$ cat src/rtl/mux_select_sequencer.sv
// mux_select_sequencer
//   Drives the 3-bit select of an 8-to-1 data mux. It scans the enabled
//   channels in ascending order and holds each one for a programmable dwell.
//   Each pass over the enabled channels is a frame, and frame boundaries are
//   flagged with pulses. Scanning runs for a single frame or continuously.
//   A scan can be aborted at any time.
//
// Ports
//   clk         system clock, rising edge
//   reset       asynchronous, active-high reset
//   start       single-cycle request to begin scanning (ignored while busy)
//   stop        single-cycle abort; takes priority over start and end-of-frame
//   mode        1 = continuous, 0 = one frame; sampled at end-of-frame
//   ch_en       per-channel enable mask, snapshotted at frame boundaries
//   dwell       cycles per channel (0 behaves as 1), snapshotted with ch_en
//   s           registered mux select
//   sel_valid   s addresses a live channel
//   frame_start pulse on the first cycle of a frame
//   frame_done  pulse on the last cycle of a frame (suppressed by stop)
//   busy        scanning
//   no_ch       pulse when a frame could not start because the mask was zero
module mux_select_sequencer #(
  parameter int N_CH    = 8,
  parameter int SEL_W   = 3,
  parameter int DWELL_W = 4
) (
  input  logic               clk,
  input  logic               reset,
  input  logic               start,
  input  logic               stop,
  input  logic               mode,
  input  logic [N_CH-1:0]    ch_en,
  input  logic [DWELL_W-1:0] dwell,
  output logic [SEL_W-1:0]   s,
  output logic               sel_valid,
  output logic               frame_start,
  output logic               frame_done,
  output logic               busy,
  output logic               no_ch
);

  typedef enum logic {IDLE = 1'b0, SCAN = 1'b1} state_t;

  state_t             r_state, w_state_next;
  logic [SEL_W-1:0]   r_s, w_s_next;
  logic [DWELL_W-1:0] r_cnt, w_cnt_next;
  logic [N_CH-1:0]    r_en_q, w_en_next;
  logic [DWELL_W-1:0] r_dw_q, w_dw_next;
  logic               r_frame_start, w_frame_start_next;
  logic               r_no_ch, w_no_ch_next;
  logic               r_fd_la, w_fd_la_next;
  logic               r_sel_valid, r_busy;

  logic [DWELL_W-1:0] w_dwell_eff;
  logic [N_CH-1:0]    w_above;
  logic               w_has_higher;
  logic [SEL_W-1:0]   w_next_higher;
  logic               w_last_dwell;

  // Lowest set bit of a mask (0 when the mask is empty).
  function automatic logic [SEL_W-1:0] lowest_bit(input logic [N_CH-1:0] m);
    logic [SEL_W-1:0] r;
    r = '0;
    for (int i = N_CH - 1; i >= 0; i--) begin
      if (m[i]) r = SEL_W'(i);
    end
    return r;
  endfunction

  // True when the mask has any set bit strictly above pos.
  function automatic logic any_above(input logic [N_CH-1:0] m, input logic [SEL_W-1:0] pos);
    logic r;
    r = 1'b0;
    for (int i = 0; i < N_CH; i++) begin
      if (m[i] && (SEL_W'(i) > pos)) r = 1'b1;
    end
    return r;
  endfunction

  assign w_dwell_eff  = (dwell == '0) ? DWELL_W'(1) : dwell;
  assign w_last_dwell = (r_cnt <= DWELL_W'(1));

  // Channels of the frame snapshot that still lie ahead of the current select.
  generate
    for (genvar gi = 0; gi < N_CH; gi++) begin : g_above
      assign w_above[gi] = r_en_q[gi] && (SEL_W'(gi) > r_s);
    end
  endgenerate

  assign w_has_higher  = |w_above;
  assign w_next_higher = lowest_bit(w_above);

  // State register (plus datapath registers that move with it).
  always_ff @(posedge clk or posedge reset) begin
    if (reset) begin
      r_state       <= IDLE;
      r_s           <= '0;
      r_cnt         <= '0;
      r_en_q        <= '0;
      r_dw_q        <= '0;
      r_frame_start <= 1'b0;
      r_no_ch       <= 1'b0;
      r_fd_la       <= 1'b0;
      r_sel_valid   <= 1'b0;
      r_busy        <= 1'b0;
    end else begin
      r_state       <= w_state_next;
      r_s           <= w_s_next;
      r_cnt         <= w_cnt_next;
      r_en_q        <= w_en_next;
      r_dw_q        <= w_dw_next;
      r_frame_start <= w_frame_start_next;
      r_no_ch       <= w_no_ch_next;
      r_fd_la       <= w_fd_la_next;
      r_sel_valid   <= (w_state_next == SCAN);
      r_busy        <= (w_state_next == SCAN);
    end
  end

  // Next-state logic.
  always_comb begin
    w_state_next       = r_state;
    w_s_next           = r_s;
    w_cnt_next         = r_cnt;
    w_en_next          = r_en_q;
    w_dw_next          = r_dw_q;
    w_frame_start_next = 1'b0;
    w_no_ch_next       = 1'b0;
    unique case (r_state)
      IDLE: begin
        if (start && !stop) begin
          w_en_next = ch_en;
          w_dw_next = w_dwell_eff;
          if (ch_en != '0) begin
            w_state_next       = SCAN;
            w_s_next           = lowest_bit(ch_en);
            w_cnt_next         = w_dwell_eff;
            w_frame_start_next = 1'b1;
          end else begin
            w_no_ch_next = 1'b1;
          end
        end
      end
      SCAN: begin
        if (stop) begin
          w_state_next = IDLE;
        end else if (!w_last_dwell) begin
          w_cnt_next = r_cnt - DWELL_W'(1);
        end else if (w_has_higher) begin
          w_s_next   = w_next_higher;
          w_cnt_next = r_dw_q;
        end else if (!mode) begin
          w_state_next = IDLE;
        end else begin
          // Continuous: the next frame begins with a fresh snapshot, no gap.
          w_en_next = ch_en;
          w_dw_next = w_dwell_eff;
          if (ch_en != '0) begin
            w_s_next           = lowest_bit(ch_en);
            w_cnt_next         = w_dwell_eff;
            w_frame_start_next = 1'b1;
          end else begin
            w_state_next = IDLE;
            w_no_ch_next = 1'b1;
          end
        end
      end
      default: w_state_next = IDLE;
    endcase
  end

  // Look-ahead: the coming cycle is the final dwell cycle of the final
  // channel. Registering this keeps frame_done off the long select path.
  assign w_fd_la_next = (w_state_next == SCAN) && (w_cnt_next == DWELL_W'(1)) &&
                        !any_above(w_en_next, w_s_next);

  // Output logic. Only frame_done sees an input directly, so that an abort
  // on the final cycle cancels the pulse.
  always_comb begin
    s           = r_s;
    sel_valid   = r_sel_valid;
    busy        = r_busy;
    frame_start = r_frame_start;
    no_ch       = r_no_ch;
    frame_done  = r_fd_la && !stop;
  end

endmodule

$ cat config.mk
export PLATFORM = sky130hd
export DESIGN_NAME = mux_select_sequencer
export DESIGN_NICKNAME = d
export VERILOG_FILES = /design/src/rtl/mux_select_sequencer.sv
export SDC_FILE = /design/constraint.sdc
export NUM_CORES = 1
export LEC_CHECK = 0
export CORE_MARGIN = 4
export CORE_UTILIZATION = 30
export DETAILED_ROUTE_END_ITERATION = 7
export GPL_ROUTABILITY_DRIVEN = 0
export PLACE_DENSITY_LB_ADDON = 0.2
export SLEW_MARGIN = 20
export SYNTH_ARGS = -nofsm -noshare
export SYNTH_HDL_FRONTEND = slang
export SYNTH_SLANG_ARGS = --single-unit
$ cat constraint.sdc
create_clock -name clk -period 4.51 [get_ports clk]
set_input_delay 0.6765 -clock clk [delete_from_list [all_inputs] [get_ports clk]]
set_output_delay 0.6765 -clock clk [all_outputs]
set_load 0.02 [all_outputs]
After elaboration in Yosys (flattened, before gate mapping)
Cells that the tools add are included.
W data, S select, Z words.

storage, ports and cells
  bits in registers = 23
  output and inout port bits = 8

operators by class
  add/subtract/negate cells = 1
  magnitude comparators = 17
  eq/ne operators = 6
  multiplexer cells = 69
  bitwise gates (word level) = 1
  reduce and logical (&&, ||, !) cells = 26

operators with widths
  cell                   number
  $mux W3                22
  $mux W4                12
  $mux W8                5
  $gt A3 B3 Y1 const A   8
  $mux W1                23
  $logic_and A1 B1 Y1    20
  $pmux W4 S2            2
  $pmux W8 S2            1
  $gt A1 B3 Y1 const A   4
  $gt A2 B3 Y1 const A   4
  $ne A2 B2 Y1 const B   4
  $reduce_bool A8 Y1     1
  $reduce_or A8 Y1       1
  $pmux W1 S2            3
  $pmux W3 S2            1
  $reduce_and A5 Y1      1
  $eq A4 B1 Y1 const B   1
  $le A4 B1 Y1 const B   1
  $logic_not A4 Y1       1
  $sub A4 B1 Y4 const B  1
  $logic_not A1 Y1       2
  $ne A2 B1 Y1 const B   1
  $not A1 Y1             1

Depth between registers and ports, before layout
Gate-level depths: netlist of run 1.

  depth after elaboration = 26
  mapped depth = 10

Worst setup path after synthesis of run 1
No wires, ideal clock.

  path type = input to register
  start point = input ch_en[0]
  end point = register r_fd_la
  setup time = 0.087 ns
  arrival = 2.523 ns
  data required time = 4.423 ns
  setup slack = 1.900 ns
  cell stages on the path = 8
  cell sequence = or4_1 o21ai_4 mux2_2 mux2i_1 a221o_1 o211ai_1 nand4bb_1 a211oi_2

on the way
  word-level cells in the longest chain between the ends = 19
  elaborated cells on any way between the ends = 57
  classes of those cells = order compare: 8; eq/ne: 1; mux: 36; reduce/logical: 12

ends and longest elaborated chain
  element                                               line          source
  from (decl)                                           32            input logic [N_CH-1:0] ch_en,
  $reduce_bool A8 Y1 / $mux W3 (equally long branches)  134, 158, 65
  $mux W3                                               134, 158
  $mux W3                                               152           end else if (!mode) begin
  $mux W3                                               149           end else if (w_has_higher) begin
  $mux W3                                               147           end else if (!w_last_dwell) begin
  $mux W3                                               145           if (stop) begin
  $pmux W3 S2                                           129           unique case (r_state)
  $gt A1 B3 Y1                                          75            if (m[i] && (SEL_W'(i) > pos)) r = 1'b1;
  $logic_and A1 B1 Y1                                   75
  $mux W1 (8 in a row)                                  75
  $logic_not A1 Y1                                      175           !any_above(w_en_next, w_s_next);
  $logic_and A1 B1 Y1 *                                 174           assign w_fd_la_next = (w_state_next == SCAN) && (w_cnt_next == DWELL_W'(1)) &&
  via w_fd_la_next                                      51            logic r_fd_la, w_fd_la_next;
  to (signal assigned)                                  114           r_fd_la <= w_fd_la_next;
  to (decl)                                             51

The timed path passes the listed nets; every way through them passes the cells marked *.
A chain may end at the register's enable or synchronous reset.

Final worst setup path of run 1
  start point = input stop
  end point = register r_fd_la

on the way
  word-level cells in the longest chain between the ends = 16
  elaborated cells on any way between the ends = 42
  classes of those cells = order compare: 8; eq/ne: 1; mux: 20; reduce/logical: 13

ends and longest elaborated chain
  element                line  source
  from (decl)            30    input logic stop,
  $logic_not A1 Y1       131   if (start && !stop) begin
  $logic_and A1 B1 Y1    131
  $mux W3                131
  $pmux W3 S2            129
  $gt A1 B3 Y1           75
  $logic_and A1 B1 Y1    75
  $mux W1 (8 in a row)   75
  $logic_not A1 Y1       175
  $logic_and A1 B1 Y1 *  174
  via w_fd_la_next       51

Marks and branches as above.

==> results.yml, run 1 <==
outcome:
  outcome: "finished, final reports clean"
synthesis:
  ys_types: 55
  mappedNetlistArea_um2: 1670
  synth.area.top_cells: "dfrtp_1 33%, mux2_2 8.1%, a21oi_1 4.2%"
  syn_nets: 202
  ys_async_sr_fraction_pct: 100
  ys_ff_latch: 22
  synthCells: 183
  yosysTopAreaCellShare_pct: 32.9
  avgSynthCellArea_um2: 9.13
  ys_warn_count: 0
  seq_area_frac_synth_pct: 32.9
  synth_edf_count: 0
  synth_top_area_cell: "dfrtp_1"
  ys.flop_type: "dfrtp_1"
sta:
  max_freq_mhz: 294
  setup_viol: 0
  fin_crit_sh_pct: 75.4
  worst_pin_slew_ps: 883
  rsz0062_at_grt: "no"
  finalMaxSlewViolations: 0
  postLayoutSetupSlackWorst_ps: 1110
  fin_tns_setup_ps: 0
  finalClockSkew_ps: 5.65
  relSlewSlack_pct: 41.0
  min_period_ps: 3400
  hold_violations: 0
  whs_ps: 518
floorplan:
  ios: 25
  initial_core_util_pct: 31.9
  core_um2: 5240
  die_w_um: 82.6
  placementRows: 26
  fp.dieH_um: 82.6
  die-area_um2: 6830
layout:
  syn2layout_area_growth_pct: 21.6
  drive_gt1_share_pct: 13.7
  final_cells: 275
  final_area_um2: 2030
  n_antenna_cell: 0
  nets: 225
clocking:
  clk_latency_ps: 270
  cts_tree: "yes"
  cts.clk_slew.worst_paths_ps: 80
  clock_path_buffers: 2
  post_cts_buffers: 0
  cts_buffers: 3
  root_buffer: "clkbuf_8"
  cts_hold_buf: 0
  clock-sinks: 22
  cts-htree-levels: 1
  postCtsResizedCells: 0
global_routing:
  overflow: 0
  antenna_found_initial: 0
  first_global_vias: 1361
  grtUsageTotal_pct: 14.0
  grt_pass1_wl_mm: 7.25
  grt_max_degree: 23
power_and_ir_drop:
  p_leak_nw: 0.789
  power_density_nw_per_um2: 384
  ir_worst_vdd_uv: 163
critical_path:
  crit_type: "in -> reg"
  cp_max_fo: 17
  reg2reg_slack_ps: 1400
  start_kind: "input port"
  cp_data_required_time_ps: 4660
  worstPathArrival_ps: 3550
  end_kind: "register"
detailed_routing:
  postRouteAntennaNets: 0
  drc: 0
  first_iter_violations: 94
  drt-wirelength-per-cell_um: 16.3
  dr.pass1.iters: 4
  drt-total-wl_mm: 4.48
  vias: 1445
  vias_per_cell: 5.25
placed_design:
  dp_hpwl_mm: 3.44
  placed_cell_area_um2: 1960
  place_ws_ps: 818
  dp.cells: 271
  io_buffers: 24
hold_path:
  hp-class: "reg -> reg"
job:
  drv_cap: 0
path summary, 6_finish.rpt:
| kind | from | to | cells after the start |
|---|---|---|---|
| hold reg to reg | r_dw_q[1] | r_dw_q[1] | 1 |
| hold / removal | r_dw_q[1] | r_dw_q[1] | 1 |
| min in group asynchronous | reset | r_cnt[1] | 2 |
| setup / recovery | stop | r_fd_la | 8 |
| setup reg to reg | r_cnt[0] | r_fd_la | 10 |
| max in group asynchronous | reset | r_en_q[1] | 2 |
area by class of cell:
cell class | count | area (um^2)
Clock buffer | 3 | 41.3
Clock inverter | 1 | 30.0
Fill cell | 535 | 3210
Inverter | 13 | 48.8
Multi-Input combinational cell | 142 | 1030
Sequential cell | 22 | 551
Tap cell | 70 | 87.6
Timing Repair Buffer | 24 | 240
kinds of logic after synthesis:
kind of cell | count (synthesis) | share of synthesized area [%]
AOI/OAI and AO/OA | 58 | 26.3
buffers and inverters | 19 | 5.24
DFF | 22 | 32.9
adders and majority gates | 2 | 1.50
muxes | 18 | 12.0
and+or+nand+nor | 64 | 22.1
critical path, cell delays in order:
cell and delay (ps):
clkdlybuf4s50_1 590, nor4_1 590, nand3_1 210, o21ai_4 500, mux2_2 410, nor2b_1 130
a221oi_1 330, a211oi_2 110
metrics by stage:
| step | util, % | total power, mW |
|---|---|---|
| 2_1_floorplan | - | 0.506 |
| 3_3_place_gp | 37.4 | 0.602 |
| 3_5_place_dp | 37.4 | 0.598 |
| 4_1_cts | 38.8 | 0.787 |
| 5_1_grt | 38.8 | 0.835 |
| 6_report | 38.8 | 0.781 |
routing by layer:
metal / share of wire, % / global-route usage, % / up-vias
met5: 0 / 0 / -
met4: 0.87 / 3.27 / 0
met3: 4.0 / 3.25 / 5
met2: 46 / 22.0 / 25
met1: 49 / 19.3 / 684
li1: - / - / 731
registers in the layout (all words and copies together), names as in the netlist:
register	flops
r_fd_la	1
r_cnt	4
s	3
frame_start	1
no_ch	1
r_dw_q	4
r_en_q	7
busy	1
cells in the mapped netlist, drive strengths merged (4+ instances only):
master / number
mux2: 13
a31oi: 4
o21ai: 9
mux2i: 5
a211oi: 5
nor4: 4
a21oi: 14
nand2: 12
nand3: 4
dfrtp: 22
nor2b: 7
inv: 13
nor2: 16
o22ai: 4
buf: 4
power by group:
part | leakage, nW | total, mW | switching (mW) | internal (mW)
registers | 0.268 | 0.294 | 0.0598 | 0.235
clock network | 0.0357 | 0.186 | 0.0669 | 0.119
logic | 0.486 | 0.301 | 0.157 | 0.144
total | 0.789 | 0.781 | 0.284 | 0.497
layout by cell type, fill, tap and decap left out, types with 4 or more instances in the layout:
master	synthesis	routed
nand3_1	4	4
o21ai_0	6	6
a211oi_1	4	4
inv_1	13	13
a21oi_1	14	14
nand2_1	12	12
nor2b_1	7	7
o22ai_1	4	4
dfrtp_1	22	22
mux2i_1	5	5
a31oi_1	4	4
nor2_1	16	16
mux2_2	12	12
clkdlybuf4s50_1	0	24
No activity file was read; power rests on OpenSTA's default activity.
==> inputs of run 2 (changes only) <==
==> constraint.sdc (replaced) <==
create_clock -name clk -period 3.3 [get_ports clk]
set_input_delay 0.495 -clock clk [delete_from_list [all_inputs] [get_ports clk]]
set_output_delay 0.495 -clock clk [all_outputs]
set_load 0.02 [all_outputs]
==> run 2 against run 1 <==
  * Sequential share of layout area fell by 1.2 points
  * Critical path depth rose by 1
  * Routed wire length rose by 2.3%
  * Worst hold slack improved by 7.4 ps
  * Combinational power rose by 46%
  * Die area did not move
  * Cell count rose by 4.7%
==> results.yml, run 2 (same netlist as run 1, synthesis figures left out) <==
layout:
  drive_gt1_share_pct: 18.8
  nets: 238
  top_register: "r_en_q"
  n_antenna_cell: 0
  nFillCells: 515
  largest_register_ffs: 7
  fin_util_pct: 40.7
  most-common-layout-cells: "24 x clkdlybuf4s50_1, 22 x dfrtp_1, 16 x nor2_1, 14 x a21oi_1"
  final_cells: 288
  largestRegisters: "r_en_q: 7 flops, r_cnt: 4 flops, r_dw_q: 4 flops"
  syn2layout_area_growth_pct: 27.4
  final_common_cell: "clkdlybuf4s50_1"
critical_path:
  cp_data_required_time_ps: 3490
  end_kind: "register"
  worst_r2r_startpoint: "s[1]"
  worstPathArrival_ps: 3030
  start_kind: "input port"
  r2r_end: "r_fd_la"
  crit_family: "simple AND/OR/NAND/NOR gates"
  crit_type: "in -> reg"
  worst_path_largest_cell_delay_ps: 630
  cp-startpoint: "ch_en[5]"
  reg2reg_slack_ps: 530
  cp_cell_sequence: "clkdlybuf4s50_1 -> or4_1 -> o21ai_4 -> mux2_2 -> mux2i_1 -> a221o_1 -> o211ai_1 -> nand4bb_1 -> a211oi_2"
  cp_max_fo: 5
  crit_cells: 9
  reg2reg_depth: 9
  critPathSlowestCell: "or4_1"
  crit_buf_inv: 1
detailed_routing:
  drt-wirelength-per-cell_um: 15.9
  vias_per_cell: 5.25
  drt-total-wl_mm: 4.58
  first_iter_violations: 109
  postRouteAntennaNets: 0
  vias: 1512
  dr.pass1.iters: 4
  drc: 0
placed_design:
  dp_hpwl_mm: 3.58
  dp.cells: 284
  io_buffers: 24
clocking:
  cts-htree-levels: 1
  postCtsResizedCells: 0
  root_buffer: "clkbuf_8"
  clk_latency_ps: 270
  clock_path_buffers: 2
  cts_tree: "yes"
  clock-sinks: 22
  cts.clk_slew.worst_paths_ps: 90
  post_cts_buffers: 0
  cts_hold_buf: 0
  cts_buffers: 3
hold_path:
  min_to: "r_dw_q[3]"
  hp-start: "r_dw_q[3]"
  hold_depth: 1
  hp-class: "reg -> reg"
floorplan:
  placementRows: 26
  ios: 25
  die-area_um2: 6830
  die_w_um: 82.6
  fp.dieH_um: 82.6
  initial_core_util_pct: 31.9
  core_um2: 5240
sta:
  hold_violations: 0
  min_period_ps: 2840
  whs_ps: 526
  finalMaxSlewViolations: 0
  worst_pin_slew_ps: 874
  rsz0062_at_grt: "no"
  finalClockSkew_ps: 3.71
  fin_crit_sh_pct: 86.1
  setup_viol: 0
  relSlewSlack_pct: 41.7
  fin_tns_setup_ps: 0
  max_freq_mhz: 352
power_and_ir_drop:
  p_leak_nw: 0.854
  power_density_nw_per_um2: 512
  ir_worst_vdd_uv: 284
global_routing:
  antenna_found_initial: 0
  grt_pass1_wl_mm: 7.36
  grt_max_degree: 23
  overflow: 0
  grtUsageTotal_pct: 14.3
  first_global_vias: 1436
outcome:
  outcome: "finished, final reports clean"
job:
  drv_cap: 0
## run 2: layer usage
layer  global-route usage (%)  part of all wire, %  vias to the layer above
met5                        0                    0                        -
met4                     3.27                 0.79                        0
met3                     2.71                  4.5                        5
met2                     22.1                   45                       39
met1                     20.5                   49                      708
li1                         -                    -                      760
## run 2: final cells by class
| cell class | count | area, um^2 | area share [%] |
|---|---|---|---|
| Clock buffer | 3 | 41.3 | 1.94 |
| Multi-Input combinational cell | 142 | 1030 | 48.5 |
| Tap cell | 70 | 87.6 | 4.11 |
| Timing Repair Buffer | 37 | 338 | 15.9 |
| Clock inverter | 1 | 30.0 | 1.41 |
| Inverter | 13 | 48.8 | 2.29 |
| Sequential cell | 22 | 551 | 25.9 |
## run 2: worst max path at each step
| stage | to | slack, ps |
|---|---|---|
| after global placement | r_fd_la | 230 |
| final | r_fd_la | 460 |
| after global routing | r_fd_la | 270 |
| after floorplan | r_fd_la | 770 |
| after detailed placement | r_fd_la | 200 |
| after CTS | r_fd_la | 470 |
## run 2: through the flow
stage	area (um^2)	setup WS, ps	power, mW
final	2130	458	1.09
after global routing	2130	268	1.16
after CTS	2130	471	1.10
after detailed placement	2060	201	0.836
after global placement	2060	230	0.843
after floorplan	1670	766	0.692
## run 2: power breakdown
group / leakage, nW / internal (mW) / switching (mW)
Clock: 0.0357 / 0.162 / 0.0955
Sequential: 0.268 / 0.321 / 0.0736
Combinational: 0.550 / 0.212 / 0.227
Total: 0.854 / 0.695 / 0.396
